<file path="src/rtl/vga_sync_gen_if.sv">
// ============================================================================
// Module      : vga_sync_gen_if
// Description : Pixel-enable input and VGA timing outputs of vga_sync_gen.
// Revision    : 1.0  initial release
// ============================================================================
`default_nettype none

interface vga_sync_gen_if #(
    parameter int CW = 10
);
    logic          pix_ce;
    logic          hsync;
    logic          vsync;
    logic          video_on;
    logic [CW-1:0] x;
    logic [CW-1:0] y;
    logic          line_start;
    logic          frame_start;

    modport master (
        input  pix_ce,
        output hsync, vsync, video_on, x, y, line_start, frame_start
    );

    modport slave (
        output pix_ce,
        input  hsync, vsync, video_on, x, y, line_start, frame_start
    );
endinterface

`default_nettype wire

</file>
<file path="src/rtl/vga_sync_gen.sv">
// ============================================================================
// Module      : vga_sync_gen
// Description : VGA raster counters with registered sync/blank/pulse decode.
// Revision    : 1.0  initial release
// ============================================================================
`default_nettype none

module vga_sync_gen #(
    parameter int   H_VISIBLE   = 640,
    parameter int   H_FP        = 16,
    parameter int   H_SYNC      = 96,
    parameter int   H_BP        = 48,
    parameter int   V_VISIBLE   = 480,
    parameter int   V_FP        = 10,
    parameter int   V_SYNC      = 2,
    parameter int   V_BP        = 33,
    parameter logic SYNC_ACTIVE = 1'b0,
    parameter int   CW          = 10
) (
    input  logic           clk,
    input  logic           rst_n,
    vga_sync_gen_if.master vga
);
    localparam int            c_H_TOTAL = H_VISIBLE + H_FP + H_SYNC + H_BP;
    localparam int            c_V_TOTAL = V_VISIBLE + V_FP + V_SYNC + V_BP;
    localparam logic [CW-1:0] c_H_LAST  = CW'(c_H_TOTAL - 1);
    localparam logic [CW-1:0] c_V_LAST  = CW'(c_V_TOTAL - 1);
    localparam logic [CW-1:0] c_H_VIS   = CW'(H_VISIBLE);
    localparam logic [CW-1:0] c_HS_BEG  = CW'(H_VISIBLE + H_FP);
    localparam logic [CW-1:0] c_HS_END  = CW'(H_VISIBLE + H_FP + H_SYNC);
    localparam logic [CW-1:0] c_V_VIS   = CW'(V_VISIBLE);
    localparam logic [CW-1:0] c_VS_BEG  = CW'(V_VISIBLE + V_FP);
    localparam logic [CW-1:0] c_VS_END  = CW'(V_VISIBLE + V_FP + V_SYNC);

    logic [CW-1:0] r_x, r_y;
    logic          r_hsync, r_vsync, r_video_on, r_line_start, r_frame_start;

    logic [CW-1:0] w_x_nxt, w_y_nxt;
    logic          w_x_wrap, w_y_wrap, w_line_wrap, w_frame_wrap;
    logic          w_hsync, w_vsync, w_video_on;

    always_comb begin
        w_x_wrap     = (r_x == c_H_LAST);
        w_y_wrap     = (r_y == c_V_LAST);
        w_line_wrap  = vga.pix_ce && w_x_wrap;
        w_frame_wrap = w_line_wrap && w_y_wrap;
        w_x_nxt      = r_x;
        w_y_nxt      = r_y;
        if (vga.pix_ce) begin
            w_x_nxt = w_x_wrap ? '0 : r_x + CW'(1);
        end
        if (w_line_wrap) begin
            w_y_nxt = w_y_wrap ? '0 : r_y + CW'(1);
        end
    end

    // Decoding the next-state counters keeps the registered syncs aligned
    // with the registered coordinates; on a stall the decode simply repeats.
    always_comb begin
        w_video_on = (w_x_nxt < c_H_VIS) && (w_y_nxt < c_V_VIS);
        w_hsync    = ((w_x_nxt >= c_HS_BEG) && (w_x_nxt < c_HS_END)) ? SYNC_ACTIVE : ~SYNC_ACTIVE;
        w_vsync    = ((w_y_nxt >= c_VS_BEG) && (w_y_nxt < c_VS_END)) ? SYNC_ACTIVE : ~SYNC_ACTIVE;
    end

    always_ff @(posedge clk or negedge rst_n) begin
        if (!rst_n) begin
            r_x           <= '0;
            r_y           <= '0;
            r_video_on    <= 1'b1;
            r_hsync       <= ~SYNC_ACTIVE;
            r_vsync       <= ~SYNC_ACTIVE;
            r_line_start  <= 1'b0;
            r_frame_start <= 1'b0;
        end else begin
            r_x           <= w_x_nxt;
            r_y           <= w_y_nxt;
            r_video_on    <= w_video_on;
            r_hsync       <= w_hsync;
            r_vsync       <= w_vsync;
            r_line_start  <= w_line_wrap;
            r_frame_start <= w_frame_wrap;
        end
    end

    assign vga.x           = r_x;
    assign vga.y           = r_y;
    assign vga.video_on    = r_video_on;
    assign vga.hsync       = r_hsync;
    assign vga.vsync       = r_vsync;
    assign vga.line_start  = r_line_start;
    assign vga.frame_start = r_frame_start;

endmodule

`default_nettype wire

</file>
<file path="src/flat_wrapper.sv">
// flat-port wrapper written by rule: the top's interface ports become plain ports
module vga_sync_gen_flat 
#(
    parameter int   H_VISIBLE   = 640,
    parameter int   H_FP        = 16,
    parameter int   H_SYNC      = 96,
    parameter int   H_BP        = 48,
    parameter int   V_VISIBLE   = 480,
    parameter int   V_FP        = 10,
    parameter int   V_SYNC      = 2,
    parameter int   V_BP        = 33,
    parameter logic SYNC_ACTIVE = 1'b0,
    parameter int   CW          = 10
)
  (clk, rst_n, vga_pix_ce, vga_hsync, vga_vsync, vga_video_on, vga_x, vga_y, vga_line_start, vga_frame_start);
  vga_sync_gen_if #(.CW(CW)) vga_i ();
  input  logic clk;
  input  logic rst_n;
  input wire logic [$bits(vga_i.pix_ce)-1:0] vga_pix_ce;
  output wire logic [$bits(vga_i.hsync)-1:0] vga_hsync;
  output wire logic [$bits(vga_i.vsync)-1:0] vga_vsync;
  output wire logic [$bits(vga_i.video_on)-1:0] vga_video_on;
  output wire logic [$bits(vga_i.x)-1:0] vga_x;
  output wire logic [$bits(vga_i.y)-1:0] vga_y;
  output wire logic [$bits(vga_i.line_start)-1:0] vga_line_start;
  output wire logic [$bits(vga_i.frame_start)-1:0] vga_frame_start;
  assign vga_i.pix_ce = vga_pix_ce;
  assign vga_hsync = vga_i.hsync;
  assign vga_vsync = vga_i.vsync;
  assign vga_video_on = vga_i.video_on;
  assign vga_x = vga_i.x;
  assign vga_y = vga_i.y;
  assign vga_line_start = vga_i.line_start;
  assign vga_frame_start = vga_i.frame_start;
  vga_sync_gen #(.H_VISIBLE(H_VISIBLE), .H_FP(H_FP), .H_SYNC(H_SYNC), .H_BP(H_BP), .V_VISIBLE(V_VISIBLE), .V_FP(V_FP), .V_SYNC(V_SYNC), .V_BP(V_BP), .SYNC_ACTIVE(SYNC_ACTIVE), .CW(CW)) u_core (.clk(clk), .rst_n(rst_n), .vga(vga_i));
endmodule
</file>
<file path="config.mk">
export PLATFORM = sky130hd
export DESIGN_NAME = vga_sync_gen_flat
export DESIGN_NICKNAME = d
export VERILOG_FILES = /design/src/rtl/vga_sync_gen_if.sv /design/src/rtl/vga_sync_gen.sv /design/src/flat_wrapper.sv
export SDC_FILE = /design/constraint.sdc
export NUM_CORES = 1
export LEC_CHECK = 0
export CAP_MARGIN = 20
export CORE_MARGIN = 5
export CORE_UTILIZATION = 46
export CTS_CLUSTER_SIZE = 25
export DETAILED_ROUTE_END_ITERATION = 16
export PLACE_DENSITY = 0.75
export SLEW_MARGIN = 0
export SYNTH_ARGS = -nofsm -noshare
export SYNTH_HDL_FRONTEND = slang
export SYNTH_SLANG_ARGS = --single-unit
</file>
<file path="constraint.sdc">
create_clock -name clk -period 1.9 [get_ports clk]
set_clock_uncertainty 0.05 [all_clocks]
set_input_delay 0.57 -clock clk [delete_from_list [all_inputs] [get_ports clk]]
set_output_delay 0.57 -clock clk [all_outputs]
set_load 0.02 [all_outputs]
</file>
# Yosys cells after proc, flatten, opt, wreduce, memory -nomap -nowiden
# Cells that the tools add are included.
[word_totals]
reg_bits = 25
in_bits = 3
elab_cells = 28
[classes]
n_addsub = 2
n_lt_le_gt_ge = 6
eq_ne = 2
muxes = 6
n_reduce_logical = 5
[op_table]
columns = ["operator", "count"]
rows = [
  ["10-bit two-way mux", 4],
  ["10-bit by 1-bit adder with 10-bit output, second input constant", 2],
  ["10-bit equality test, second input constant", 2],
  ["10-bit < comparator, second input constant", 2],
  ["10-bit by 9-bit < comparator with 1-bit output, second input constant", 2],
  ["10-bit greater-or-equal comparator, second input constant", 1],
  ["10-bit by 9-bit greater-or-equal comparator with 1-bit output, second input constant", 1],
  ["1-bit logical AND", 5],
  ["1-bit two-way mux", 2],
]

# Longest topological paths before layout
# Gate-level depths: netlist of the first run.
[depth]
depth_word = 6
mapped_depth = 8

# Worst setup path after synthesis of the first run
# Ideal clock, no wire load.
[synth_path]
path_kind = "register to register"
startpoint = "reg u_core.r_y[1] (netlist: u_core.vga.y[1])"
endpoint = "reg u_core.r_vsync (netlist: u_core.vga.vsync)"
setup_time_ns = 0.091
arrival_ns = 1.840
setup_slack_ns = -0.081
stages_incl_launch_ff = 9
n_path_buf = 0
path_cell_list = "dfrtp_1 -> inv_1 -> ha_1 -> and4bb_1 -> nand4_1 -> nand2_1 -> or4_1 -> nand3_1 -> nand4b_1"
[synth_between]
elab_chain_cells = 6
[synth_rtl]
columns = ["item", "line", "source"]
rows = [
  ["start, declared", "vga_sync_gen.sv:35", "logic [CW-1:0] r_x, r_y;"],
  ["start signal, assigned", "vga_sync_gen.sv:76", "r_y <= w_y_nxt;"],
  ["10-bit by 1-bit adder with 10-bit output / 10-bit equality test (equally long branches)", "vga_sync_gen.sv:53, vga_sync_gen.sv:44", ""],
  ["10-bit two-way mux", "vga_sync_gen.sv:53", "w_y_nxt = w_y_wrap ? '0 : r_y + CW'(1);"],
  ["10-bit two-way mux *", "vga_sync_gen.sv:52", "if (w_line_wrap) begin"],
  ["10-bit by 9-bit greater-or-equal comparator with 1-bit output / 10-bit by 9-bit < comparator with 1-bit output (equally long branches)", "vga_sync_gen.sv:62", "w_vsync = ((w_y_nxt >= c_VS_BEG) && (w_y_nxt < c_VS_END)) ? SYNC_ACTIVE : ~SYNC_ACTIVE;"],
  ["1-bit logical AND *", "vga_sync_gen.sv:62", ""],
  ["1-bit two-way mux *", "vga_sync_gen.sv:62", ""],
  ["net u_core.w_vsync", "vga_sync_gen.sv:40", "logic w_hsync, w_vsync, w_video_on;"],
  ["end signal, assigned", "vga_sync_gen.sv:71", "r_vsync <= ~SYNC_ACTIVE;"],
  ["end signal, assigned", "vga_sync_gen.sv:79", "r_vsync <= w_vsync;"],
  ["end, declared", "vga_sync_gen.sv:36", "logic r_hsync, r_vsync, r_video_on, r_line_start, r_frame_start;"],
]
# The timed path passes the listed nets; every way through them passes the cells marked *.

# Worst setup path in the final report of the first run
[layout_path]
startpoint = "reg u_core.r_x[0] (netlist: u_core.vga.x[0])"
endpoint = "reg u_core.r_vsync (netlist: u_core.vga.vsync)"
[layout_between]
elab_chain_cells = 6
[layout_rtl]
columns = ["item", "line", "source"]
rows = [
  ["start, declared", "vga_sync_gen.sv:35", ""],
  ["start signal, assigned", "vga_sync_gen.sv:75", "r_x <= w_x_nxt;"],
  ["10-bit equality test *", "vga_sync_gen.sv:43", "w_x_wrap = (r_x == c_H_LAST);"],
  ["1-bit logical AND *", "vga_sync_gen.sv:45", "w_line_wrap = vga.pix_ce && w_x_wrap;"],
  ["10-bit two-way mux *", "vga_sync_gen.sv:52", ""],
  ["10-bit by 9-bit greater-or-equal comparator with 1-bit output / 10-bit by 9-bit < comparator with 1-bit output (equally long branches)", "vga_sync_gen.sv:62", ""],
  ["1-bit logical AND *", "vga_sync_gen.sv:62", ""],
  ["1-bit two-way mux *", "vga_sync_gen.sv:62", ""],
  ["net u_core.w_vsync", "vga_sync_gen.sv:40", ""],
]
# Marks and branches as above.

==> results of run 1 <==
==> area by class of cell <==
cell class / count / share of cell area
Sequential cell: 25 / 0.326
Tap cell: 33 / 0.0211
Clock buffer: 3 / 0.0115
Inverter: 8 / 0.0153
Clock inverter: 1 / 0.00447
Timing Repair Buffer: 51 / 0.214
Multi-Input combinational cell: 100 / 0.407
==> final timing paths <==
path / from / to / slack [ps]
worst min-delay path: u_core.vga.x[2] / u_core.vga.x[2] / 480
max in group asynchronous: rst_n / u_core.vga.vsync / 970
worst max-delay path: u_core.vga.x[0] / u_core.vga.vsync / 40
worst max register to register: u_core.vga.x[0] / u_core.vga.vsync / 40
worst min register to register: u_core.vga.x[2] / u_core.vga.x[2] / 480
min in group asynchronous: rst_n / u_core.vga.x[4] / 540
==> cells in the mapped netlist, types with 2 or more instances <==
cell,count,share of area
dfrtp_1,22,0.39
nand2_1,15,0.040
nand4_1,9,0.040
o21ai_0,8,0.029
inv_1,7,0.019
xnor2_1,7,0.044
and3_1,6,0.027
nand3_1,5,0.018
nand2b_1,4,0.018
nor2_1,4,0.011
buf_2,3,0.011
dfstp_2,3,0.057
ha_1,3,0.027
mux2i_1,3,0.022
nor3_2,3,0.022
o31ai_1,3,0.016
xor2_1,3,0.019
a21oi_1,2,0.0072
and2_1,2,0.0090
and4_1,2,0.013
nand4_4,2,0.031
==> registers in the layout, indices dropped and copies added (netlist names) <==
signal	cells
u_core.vga.line_start	1
u_core.vga.hsync	1
u_core.vga.x	10
u_core.vga.frame_start	1
u_core.vga.y	10
u_core.vga.video_on	1
u_core.vga.vsync	1
==> metal layers <==
metal | GRT usage | wire [um] | vias to the layer above
li1 | - | - | 598
met2 | 0.289 | 1790 | 29
met5 | 0 | 0 | -
met1 | 0.232 | 1580 | 587
met3 | 0.0104 | 104 | 2
met4 | 0.0466 | 25 | 0
==> logic make-up after synthesis <==
family	after synthesis
AO/OA/AOI/OAI	21
XOR/XNOR	10
adder cells (fa/ha/maj)	3
buffers and inverters	12
flip-flops	25
multiplexers	3
AND/OR/NAND/NOR	63
==> metrics by stage <==
step	instance area, sq um	hold slack, ps
6_report	1960	483
3_3_place_gp	1850	480
4_1_cts	1850	505
2_1_floorplan	1400	224
3_5_place_dp	1850	489
5_1_grt	1960	500
==> power by group through the flow <==
stage          Combinational (mW)  Clock [mW]  Sequential (mW)
2_1_floorplan               0.156           0            0.734
3_3_place_gp                0.397           0            0.669
3_5_place_dp                0.400           0            0.672
4_1_cts                     0.362       0.272            0.662
5_1_grt                     0.442       0.295            0.680
6_report                    0.405       0.257            0.669
==> repair_timing <==
action / 4_1_cts / 5_1_grt
pin swaps: 1 / 5
gates resized for setup: 27 / 24
buffers inserted: 0 / 3
setup endpoints to repair: 28 / 8
==> critical path, cell delays in order (launching register included) <==
cell and delay (ps):
dfrtp_2 390, ha_1 190, and3_4 230, nand4_4 160, buf_4 190, o22a_1 190, nor3_4 250, nand4b_1 120
==> impl_metrics.toml, run 1 <==
[outcome]
status = "completed"

[floorplanning]
die_h_um = 65.0
io_pins = 28
fp.dieArea_sq_um = 4230
fp-row-count = 20
initial_utilization = 0.468
die_x_um = 65.0
core_area_sq_um = 2980

[cts]
clockBufferDepth = 2
cts_buffers = 3
cts-htree-levels = 1
clk-insertion-delay-late_ps = 320
cts-root-buf = "clkbuf_4"
clkTransAtPathRegs_ps = 150
cts.sinks = 25
cts_tree = "built"
cts-hold-fix-buffers = 0

[route]
postRouteAntennaNets = 0
avgViaCountPerCell = 5.50
drt_pass1_iterations = 4
routed_wl_um = 3500
avgRoutedWirePerCell_um = 15.8
vias = 1216
drc = 0
drt_iter0_drc = 64

[global_route]
track_usage = 0.169
grt_max_degree = 26
grt_pass1_vias = 1189
grt_pass1_wl_um = 5640
grt_overflow = 0
grt_antenna_before_repair = 0

[layout]
final_common_cell = "dlygate4sd2_1"
seq_area_sq_um = 639
n_antenna_cell = 0
final_cell_mix = "dlygate4sd2_1, buf_4, nand2_1, dfrtp_1, nand4_1"
synthToLayoutAreaGrowth_pct = 40.6
fill_cells = 237
drive_gt1_frac = 0.324
fin_cells = 221
nets = 195
post-route-util = 0.658
multi_input_area_sq_um = 798

[pwr]
swShare = 0.358
power.density_nw_per_um2 = 679
p_int_mw = 0.854
power_mw = 1.33
power_frac_comb = 0.304
net-switching-power_mw = 0.476
cellLeakagePower_nw = 0.970
p_seq_frac = 0.503
p_clk_frac = 0.193
ir_drop_mv = 0.572

[sta]
rsz0062_at_grt = "true"
max_freq_mhz = 539
max-slew-margin-rel = 0.607
finalWorstSetupSlack_ps = 43.2
timing.final.hold_violations = 0
setup_tns_ps = 0
finalSetupViolations = 0
final.period_utilization = 0.977
layout_min_cycle_time_ps = 1860
final_max_slew_viol_count = 0
worst_pin_slew_ps = 584

[synthesis]
synth_compound_area_frac = 0.103
synthAdderAreaFrac = 0.0269
netlist_instances = 137
synthesis.nets = 143
synth_xor_area_frac = 0.0628
ys.flop_type = "dfrtp_1"
seq_area_frac_synth = 0.452
synth_top_family_by_area = "simple AND/OR/NAND/NOR gates"
syn_area_sq_um = 1390
synthMuxAreaShare = 0.0215
synth-edff-count = 0
ys_warn_count = 0
syn_avg_cell_area_sq_um = 10.2
synthSimpleGateAreaFrac = 0.296
async_flop_share = 1.00
yosysUniqueCellTypes = 42
ys_seq_elements = 25

[place]
placed_cells = 214
port_buffers = 27
place_ws_ps = -370
gp_congestion = 0.825
dp_hpwl_um = 2560

[run]
drv_cap = 0

[worst_setup_path]
critical_path_class = "reg -> reg"
crit_path_end_kind = "register"
arrival_ps = 2060
critPathLaunchType = "register"
crit_required_ps = 2110
crit_fanout = 5
rr_worst_depth = 7

[worst_hold_path]
hold_depth = 1
hold_path.class = "reg -> reg"
Note: power is estimated with default switching activity, not from simulation.
==> run 2: changes to the inputs <==
--- a/config.mk
+++ b/config.mk
@@ -11,7 +11,7 @@
 export CTS_CLUSTER_SIZE = 25
 export DETAILED_ROUTE_END_ITERATION = 16
 export PLACE_DENSITY = 0.75
-export SLEW_MARGIN = 0
+export SLEW_MARGIN = 20
 export SYNTH_ARGS = -nofsm -noshare
 export SYNTH_HDL_FRONTEND = slang
 export SYNTH_SLANG_ARGS = --single-unit
==> results of run 2 <==
The final DEF is identical to that of run 1; final timing and power are the same.
